===== src/rtl/prng_sample_fifo_if.sv =====
// -----------------------------------------------------------------------------
// prng_sample_fifo_if
//
// Purpose: groups the sample-capture and consumer-handshake signals of
// prng_sample_fifo into one bundle. clk and reset stay plain module ports.
//
// Parameters: W (sample width), DEPTH (entries), AW (pointer width, derived).
//
// Signals:
//   in_data    [W-1:0]  sample from the PRNG (prng_data)
//   in_valid            sample strobe (prng_done)
//   capture_en          accept samples when high
//   flush               synchronous clear of contents and status
//   out_data   [W-1:0]  head-of-FIFO sample (0 when empty)
//   out_valid           FIFO non-empty
//   out_ready           consumer takes out_data this cycle
//   count      [AW:0]   stored entries, 0..DEPTH
//   full / empty        count == DEPTH / count == 0
//   overflow            sticky "a sample was dropped"
//   drop_count [15:0]   saturating drop counter, only with PRNG_FIFO_DROP_CNT_EN
//
// Modports: slave = FIFO side, master = producer/consumer side.
// Optional feature macro: PRNG_FIFO_DROP_CNT_EN.
// -----------------------------------------------------------------------------
interface prng_sample_fifo_if #(
  parameter int W     = 8,
  parameter int DEPTH = 8,
  parameter int AW    = $clog2(DEPTH)
);
  logic [W-1:0] in_data;
  logic         in_valid;
  logic         capture_en;
  logic         flush;
  logic [W-1:0] out_data;
  logic         out_valid;
  logic         out_ready;
  logic [AW:0]  count;
  logic         full;
  logic         empty;
  logic         overflow;
`ifdef PRNG_FIFO_DROP_CNT_EN
  logic [15:0]  drop_count;

  modport slave (
    input  in_data, in_valid, capture_en, flush, out_ready,
    output out_data, out_valid, count, full, empty, overflow, drop_count
  );
  modport master (
    output in_data, in_valid, capture_en, flush, out_ready,
    input  out_data, out_valid, count, full, empty, overflow, drop_count
  );
`else
  modport slave (
    input  in_data, in_valid, capture_en, flush, out_ready,
    output out_data, out_valid, count, full, empty, overflow
  );
  modport master (
    output in_data, in_valid, capture_en, flush, out_ready,
    input  out_data, out_valid, count, full, empty, overflow
  );
`endif
endinterface


===== src/rtl/prng_sample_fifo.sv =====
// -----------------------------------------------------------------------------
// prng_sample_fifo
//
// Purpose: first-word-fall-through buffer between the free-running 8-bit LCG
// PRNG and its consumers. One sample is captured per cycle with in_valid and
// capture_en high; the head sample is presented on out_data/out_valid and
// popped with out_ready.
//
// Ports:
//   clk    rising-edge system clock
//   reset  asynchronous, active-low reset
//   bus    prng_sample_fifo_if.slave (data in, handshake out, status)
//
// Optional feature macro: PRNG_FIFO_DROP_CNT_EN adds bus.drop_count, a 16-bit
// saturating count of dropped samples cleared by reset and flush.
// -----------------------------------------------------------------------------
module prng_sample_fifo #(
  parameter int W     = 8,
  parameter int DEPTH = 8
) (
  input  logic                  clk,
  input  logic                  reset,
  prng_sample_fifo_if.slave     bus
);
  localparam int          AW      = $clog2(DEPTH);
  localparam logic [AW:0] DEPTH_C = (AW+1)'(DEPTH);

  logic [W-1:0]  mem_q [DEPTH];
  logic [AW-1:0] wr_ptr_q, wr_ptr_d;
  logic [AW-1:0] rd_ptr_q, rd_ptr_d;
  logic [AW:0]   count_q, count_d;
  logic          overflow_q, overflow_d;

  logic full_w, empty_w, push_req, pop, push, drop;

  // Status is derived from the registered count only, so nothing on in_*
  // reaches out_* combinationally.
  assign full_w   = (count_q == DEPTH_C);
  assign empty_w  = (count_q == '0);

  assign push_req = bus.in_valid & bus.capture_en & ~bus.flush;
  assign pop      = ~empty_w & bus.out_ready & ~bus.flush;
  // A full FIFO can still accept a sample when the head leaves the same cycle.
  assign push     = push_req & (~full_w | pop);
  assign drop     = push_req & full_w & ~pop;

  always_comb begin
    wr_ptr_d   = wr_ptr_q;
    rd_ptr_d   = rd_ptr_q;
    count_d    = count_q;
    overflow_d = overflow_q;
    if (bus.flush) begin
      wr_ptr_d   = '0;
      rd_ptr_d   = '0;
      count_d    = '0;
      overflow_d = 1'b0;
    end else begin
      if (push) wr_ptr_d = wr_ptr_q + 1'b1;
      if (pop)  rd_ptr_d = rd_ptr_q + 1'b1;
      case ({push, pop})
        2'b10:   count_d = count_q + 1'b1;
        2'b01:   count_d = count_q - 1'b1;
        default: count_d = count_q;
      endcase
      if (drop) overflow_d = 1'b1;
    end
  end

  always_ff @(posedge clk or negedge reset) begin
    if (!reset) begin
      wr_ptr_q   <= '0;
      rd_ptr_q   <= '0;
      count_q    <= '0;
      overflow_q <= 1'b0;
    end else begin
      wr_ptr_q   <= wr_ptr_d;
      rd_ptr_q   <= rd_ptr_d;
      count_q    <= count_d;
      overflow_q <= overflow_d;
    end
  end

  // Storage is deliberately not reset; count gates what is visible.
  always_ff @(posedge clk) begin
    if (push) mem_q[wr_ptr_q] <= bus.in_data;
  end

  assign bus.out_data  = empty_w ? '0 : mem_q[rd_ptr_q];
  assign bus.out_valid = ~empty_w;
  assign bus.count     = count_q;
  assign bus.full      = full_w;
  assign bus.empty     = empty_w;
  assign bus.overflow  = overflow_q;

`ifdef PRNG_FIFO_DROP_CNT_EN
  logic [15:0] drop_cnt_q, drop_cnt_d;

  always_comb begin
    drop_cnt_d = drop_cnt_q;
    if (bus.flush)
      drop_cnt_d = '0;
    else if (drop && drop_cnt_q != 16'hFFFF)
      drop_cnt_d = drop_cnt_q + 16'd1;
  end

  always_ff @(posedge clk or negedge reset) begin
    if (!reset) drop_cnt_q <= '0;
    else        drop_cnt_q <= drop_cnt_d;
  end

  assign bus.drop_count = drop_cnt_q;
`endif
endmodule


===== src/flat_wrapper.sv =====
// flat-port wrapper written by rule: the top's interface ports become plain ports
module prng_sample_fifo_flat 
#(
  parameter int W     = 8,
  parameter int DEPTH = 8
)
  (clk, reset, bus_in_data, bus_in_valid, bus_capture_en, bus_flush, bus_out_ready, bus_out_data, bus_out_valid, bus_count, bus_full, bus_empty, bus_overflow);
  prng_sample_fifo_if #(.W(W), .DEPTH(DEPTH)) bus_i ();
  input  logic clk;
  input  logic reset;
  input wire logic [$bits(bus_i.in_data)-1:0] bus_in_data;
  input wire logic [$bits(bus_i.in_valid)-1:0] bus_in_valid;
  input wire logic [$bits(bus_i.capture_en)-1:0] bus_capture_en;
  input wire logic [$bits(bus_i.flush)-1:0] bus_flush;
  input wire logic [$bits(bus_i.out_ready)-1:0] bus_out_ready;
  output wire logic [$bits(bus_i.out_data)-1:0] bus_out_data;
  output wire logic [$bits(bus_i.out_valid)-1:0] bus_out_valid;
  output wire logic [$bits(bus_i.count)-1:0] bus_count;
  output wire logic [$bits(bus_i.full)-1:0] bus_full;
  output wire logic [$bits(bus_i.empty)-1:0] bus_empty;
  output wire logic [$bits(bus_i.overflow)-1:0] bus_overflow;
  assign bus_i.in_data = bus_in_data;
  assign bus_i.in_valid = bus_in_valid;
  assign bus_i.capture_en = bus_capture_en;
  assign bus_i.flush = bus_flush;
  assign bus_i.out_ready = bus_out_ready;
  assign bus_out_data = bus_i.out_data;
  assign bus_out_valid = bus_i.out_valid;
  assign bus_count = bus_i.count;
  assign bus_full = bus_i.full;
  assign bus_empty = bus_i.empty;
  assign bus_overflow = bus_i.overflow;
  prng_sample_fifo #(.W(W), .DEPTH(DEPTH)) u_core (.clk(clk), .reset(reset), .bus(bus_i));
endmodule

===== config.mk =====
export PLATFORM = sky130hd
export DESIGN_NAME = prng_sample_fifo_flat
export DESIGN_NICKNAME = d
export VERILOG_FILES = /design/src/rtl/prng_sample_fifo_if.sv /design/src/rtl/prng_sample_fifo.sv /design/src/flat_wrapper.sv
export SDC_FILE = /design/constraint.sdc
export NUM_CORES = 1
export LEC_CHECK = 0
export CAP_MARGIN = 10
export CORE_MARGIN = 4
export CORE_UTILIZATION = 59
export CTS_BUF_LIST = sky130_fd_sc_hd__clkbuf_2
export CTS_CLUSTER_SIZE = 12
export DETAILED_ROUTE_END_ITERATION = 8
export PLACE_DENSITY = 0.8
export SLEW_MARGIN = 10
export SYNTH_ARGS = -nofsm -noshare
export SYNTH_HDL_FRONTEND = slang
export SYNTH_SLANG_ARGS = --single-unit

===== constraint.sdc =====
create_clock -name clk -period 3.4 [get_ports clk]
set_input_delay 0.68 -clock clk [delete_from_list [all_inputs] [get_ports clk]]
set_output_delay 0.68 -clock clk [all_outputs]
set_load 0.01 [all_outputs]

; ---- Word-level counts from Yosys, hierarchy flattened
; Memory sizes are Yosys's and may differ from the RTL's.
; Cells that the tools add are included.
[totals]
memories = 1
inputBits = 14
out_inout_bits = 16
regBits = 11
mem_bits_rw = 64
elab_cells = 40
[mem_list]
columns = name, depth, width, read_ports, rd_clocked_by_memory_dff, wr, line
row1 = u_core.mem_q, 8, 8, 1, 0, 1, prng_sample_fifo.sv:28  ; logic [W-1:0] mem_q [DEPTH];
[classes]
add_sub_neg = 4
n_eq_ne = 3
n_bitwise = 12
n_mux = 11
reduce_logical = 5
[ops]
columns = op, count
row1 = 2-to-1 mux 3 bit, 4
row2 = 2-to-1 mux 8 bit, 1
row3 = case mux 4 bit (2 select lines), 1
row4 = bitwise AND 1 bit, 7
row5 = "adder 3 x 1 -> 3 bit, second input constant", 2
row6 = nonzero test 2 bit, 3
row7 = "adder 4 x 1 -> 4 bit, second input constant", 1
row8 = "equality test 4 bit, second input constant", 1
row9 = zero test 4 bit, 1
row10 = 2-to-1 mux 1 bit, 4
row11 = 2-to-1 mux 4 bit, 1
row12 = NOT 1 bit, 4
row13 = "subtractor 4 x 1 -> 4 bit, second input constant", 1
row14 = nonzero test 3 bit, 1
row15 = "equality test 2 x 1 -> 1 bit, second input constant", 1
row16 = "equality test 2 bit, second input constant", 1
row17 = OR 1 bit, 1

; ---- Longest topological paths before layout
[depth]
word_depth = 9
mapped_depth = 8
mapped_depth_nobuf = 7

; ---- Worst setup path after synthesis
; No wires, ideal clock.
[synth_path]
path_type = input to register
startpoint = input port bus_flush
endpoint = memory u_core.mem_q[1][0], enable pin
path_stages = 4
t_required_ns = 3.002
n_path_buf = 0
slack_ns = 0.643
setup_time_ns = 0.398
t_arrival_ns = 2.359
path_cell_list = nand2b_1 a31oi_2 nand2b_2 nor4b_1
[synth_via]
elab_chain_cells = 6
word_cells_on_any_way = 7
cone_classes = mux: 2 / bitwise: 5
[synth_rtl]
columns = item, line
row1 = start: declaration, flat_wrapper.sv:14  ; input wire logic [$bits(bus_i.flush)-1:0] bus_flush;
row2 = NOT 1 bit (*), "prng_sample_fifo.sv:41, prng_sample_fifo.sv:42"
row3 = bitwise AND 1 bit, prng_sample_fifo.sv:42  ; assign pop = ~empty_w & bus.out_ready & ~bus.flush;
row4 = OR 1 bit, prng_sample_fifo.sv:44  ; assign push = push_req & (~full_w | pop);
row5 = bitwise AND 1 bit (*), prng_sample_fifo.sv:44
row6 = 2-to-1 mux 1 bit (*), prng_sample_fifo.sv:85  ; if (push) mem_q[wr_ptr_q] <= bus.in_data;
row7 = 2-to-1 mux 1 bit (implied by the code) (*), prng_sample_fifo.sv:85
row8 = end: declaration, prng_sample_fifo.sv:28
; Every way passes the cells marked *; elsewhere a longest branch is shown, timed or not.

; ---- Final worst setup path
[layout_path]
startpoint = register u_core.rd_ptr_q[0]
endpoint = output port bus_out_data[3]
[layout_via]
elab_chain_cells = 2
[layout_rtl]
columns = item, line
row1 = start: declaration, prng_sample_fifo.sv:30  ; logic [AW-1:0] rd_ptr_q, rd_ptr_d;
row2 = start signal: assignment, prng_sample_fifo.sv:77  ; rd_ptr_q <= rd_ptr_d;
row3 = memory (8 x 8 bit), --
row4 = 2-to-1 mux 8 bit, prng_sample_fifo.sv:88  ; assign bus.out_data = empty_w ? '0 : mem_q[rd_ptr_q];
row5 = end: declaration, flat_wrapper.sv:16  ; output wire logic [$bits(bus_i.out_data)-1:0] bus_out_data;
; No other way between the ends.

==> flow_metrics.env <==
export IMPL_status="finished, final reports clean"
export IMPL_peakVddDrop_uv=346
export IMPL_slew_headroom_pct=60.9
export IMPL_cts_tree="built"
export IMPL_clock_root_buffer="clkbuf_2"
export IMPL_synth_edf_count=64
export IMPL_skew_ns=0.0121
export IMPL_power_per_cell_area_nw_per_um2=556
export IMPL_fmax_ghz=0.331
export IMPL_insertion_delay_ns=0.50
export IMPL_io_buffers=29
export IMPL_grt_start_max_net_pins=16
export IMPL_p_comb_share_pct=30.1
export IMPL_intPower_uw=1460
export IMPL_drtAntennaViolNets=0
export IMPL_gr_usage_all_layers_pct=21.7
export IMPL_wl_um=6360
export IMPL_routabilityCongestion=0.903
export IMPL_clockBufferDepth=2
export IMPL_initial_core_util_pct=62.2
export IMPL_final_cell_mix="edfxtp_1 (64), clkdlybuf4s50_1 (29), nor2_1 (20)"
export IMPL_grt_pass1_wl_um=10100
export IMPL_worstPathMaxFanout=10
export IMPL_final_nets=249
export IMPL_clkTransAtPathRegs_ns=0.17
export IMPL_clock_sinks=75
export IMPL_synth_mux_area_share_pct=13.9
export IMPL_die_h_um=82.1
export IMPL_yosysSeqAreaShare_pct=67.9
export IMPL_setup_violations=0
export IMPL_postCtsSetupBuffers=0
export IMPL_tightest_slew_ns=0.586
export IMPL_grt_ovfl_total=0
export IMPL_rsz0062_at_grt="no"
export IMPL_num_rows=26
export IMPL_fillers=324
export IMPL_place_inst=289
export IMPL_ys_ff_latch=75
export IMPL_drv_cap=0
export IMPL_first_pass_iters=4
export IMPL_hold_path_class="in -> async"
export IMPL_wl_per_cell_um=20.9
export IMPL_synth_nets=205
export IMPL_fp_coreArea_um2=5200
export IMPL_crit_required_ns=2.72
export IMPL_syn_area_um2=3240
export IMPL_r2r_setup_slack_ns=0.67
export IMPL_route_detailed_drc=0
export IMPL_setup_tns_ns=0
export IMPL_synth_ff_type="edfxtp_1"
export IMPL_synthArstFlopShare_pct=14.7
export IMPL_finalNonFillerCells=305
export IMPL_hold_violations=0
export IMPL_syn_area_per_cell_um2=17.4
export IMPL_dieArea_um2=6740
export IMPL_vias=1838
export IMPL_p_leak_uw=0.00124
export IMPL_hpwlAfterDp_um=4260
export IMPL_synth_adder_area_share_pct=2.16
export IMPL_clkPwrFrac_pct=18.2
export IMPL_multi_input_area_um2=991
export IMPL_endpoint_kind="output port"
export IMPL_grt_antenna_before_repair=0
export IMPL_htree_levels=3
export IMPL_drtIter0Drc=159
export IMPL_yosys_warnings=0
export IMPL_p_sw_uw=621
export IMPL_cts_buffers=9
export IMPL_postCtsHoldBufs=0
export IMPL_switching_share_pct=29.8
export IMPL_layout_drive_gt1_share_pct=23.4
export IMPL_whs_ns=0.507
export IMPL_worstPathArrival_ns=2.34
export IMPL_ios=30
export IMPL_first_global_vias=1945
export IMPL_layout_area_seq_um2=2200
export IMPL_layout_commonest_cell="edfxtp_1"
export IMPL_timing_final_crit_share_pct=88.8
export IMPL_synth_simple_area_share_pct=7.69
export IMPL_vias_per_cell=6.03
export IMPL_synth_cell_types=42
export IMPL_power_frac_seq_pct=51.7
export IMPL_antenna_diode_count=0
export IMPL_synth_compound_area_share_pct=5.30
export IMPL_fp_dieW_um=82.1
export IMPL_pre_cts_ws_ns=0.199
export IMPL_critPathLaunchType="register"
export IMPL_synthXorXnorAreaFrac_pct=1.35
export IMPL_fin_crit_ns=3.02
export IMPL_post_cts_resized=0
export IMPL_synthCells=186
export IMPL_slew_violations=0
export IMPL_synth_top_family_by_area="multiplexers"
export IMPL_syn_to_final_growth_pct=15.8
export IMPL_setup_slack_ns=0.381
export IMPL_path_class="reg -> out"
==> flip-flops by register name, summed over array words and instances, names as in the netlist <==
name and count:
u_core.bus.overflow 1, u_core.wr_ptr_q 3, u_core.mem_q 64, u_core.bus.count 4, u_core.rd_ptr_q 3
==> metrics by stage <==
stage	util [%]	total power [uW]	instance area, um2
2_1_floorplan	-	1470	3240
3_3_place_gp	70.5	1700	3670
3_5_place_dp	70.5	1730	3670
4_1_cts	72.0	2100	3750
5_1_grt	72.0	2200	3750
6_report	72.0	2090	3750
==> worst max-delay path, cell delays in order (launching register included) <==
cell and delay, ns:
dfrtp_1 0.40, buf_4 0.24, mux4_2 0.51, mux2i_1 0.14, nor2_1 0.07, clkdlybuf4s50_1 0.48
==> kinds of logic after synthesis <==
logic type / count (synthesis)
simple gates: 48
mux: 25
compound gates: 17
xor+xnor: 5
buf+inv: 11
fa+ha+maj: 5
flops: 75
==> layout make-up <==
| type | count | share of cell area (%) |
|---|---|---|
| flip-flops and latches | 75 | 58.6 |
| well taps | 70 | 2.34 |
| repair buffers | 42 | 10.3 |
| multi-input cells | 100 | 26.4 |
| clock inverters | 4 | 0.467 |
| clock buffers | 12 | 1.60 |
| inverters | 2 | 0.200 |
==> path summary, 6_finish.rpt <==
check                           cells past startpoint                 from                  end
worst max-delay path                                5   u_core.rd_ptr_q[0]      bus_out_data[3]
worst min-delay path                                1                reset  u_core.bus.count[1]
worst max register to register                      7  u_core.bus.count[0]  u_core.bus.count[3]
worst min register to register                      2  u_core.bus.overflow  u_core.bus.overflow
max in group asynchronous                           1                reset   u_core.rd_ptr_q[0]
min in group clk                                    2  u_core.bus.overflow  u_core.bus.overflow
==> Yosys cell counts (2+ instances only) <==
| library cell | count | share of area [%] |
|---|---|---|
| and2_1 | 2 | 0.39 |
| clkbuf_1 | 4 | 0.46 |
| ha_1 | 4 | 1.5 |
| edfxtp_1 | 64 | 59 |
| nor2_1 | 20 | 2.3 |
| inv_1 | 2 | 0.23 |
| a21oi_1 | 3 | 0.46 |
| dfrtp_1 | 11 | 8.5 |
| nor4_1 | 2 | 0.39 |
| nand3_1 | 2 | 0.31 |
| xnor2_1 | 4 | 1.1 |
| mux4_2 | 16 | 11 |
| nand2_1 | 9 | 1.0 |
| buf_2 | 2 | 0.31 |
| nand3b_1 | 2 | 0.46 |
| nor4b_1 | 2 | 0.54 |
| mux2i_1 | 9 | 2.8 |
| nor3_2 | 2 | 0.62 |
| o41ai_1 | 2 | 0.54 |
| a41oi_1 | 2 | 0.54 |
==> power groups by stage <==
stage / combinational (uW) / sequential (uW) / clock [uW]
finish: 629 / 1080 / 379
global placement: 613 / 1090 / 0
global route: 685 / 1080 / 432
floorplan: 392 / 1080 / 0
CTS: 638 / 1080 / 384
detailed placement: 636 / 1100 / 0
==> per-layer routing <==
metal / up-vias / global-route usage (%) / share of wire (%)
met5: - / 0 / 0
met3: 13 / 4.28 / 6.2
met1: 927 / 28.0 / 40
li1: 829 / - / -
met4: 0 / 9.63 / 1.4
met2: 69 / 35.8 / 52
No activity file was read; power rests on OpenSTA's default activity.
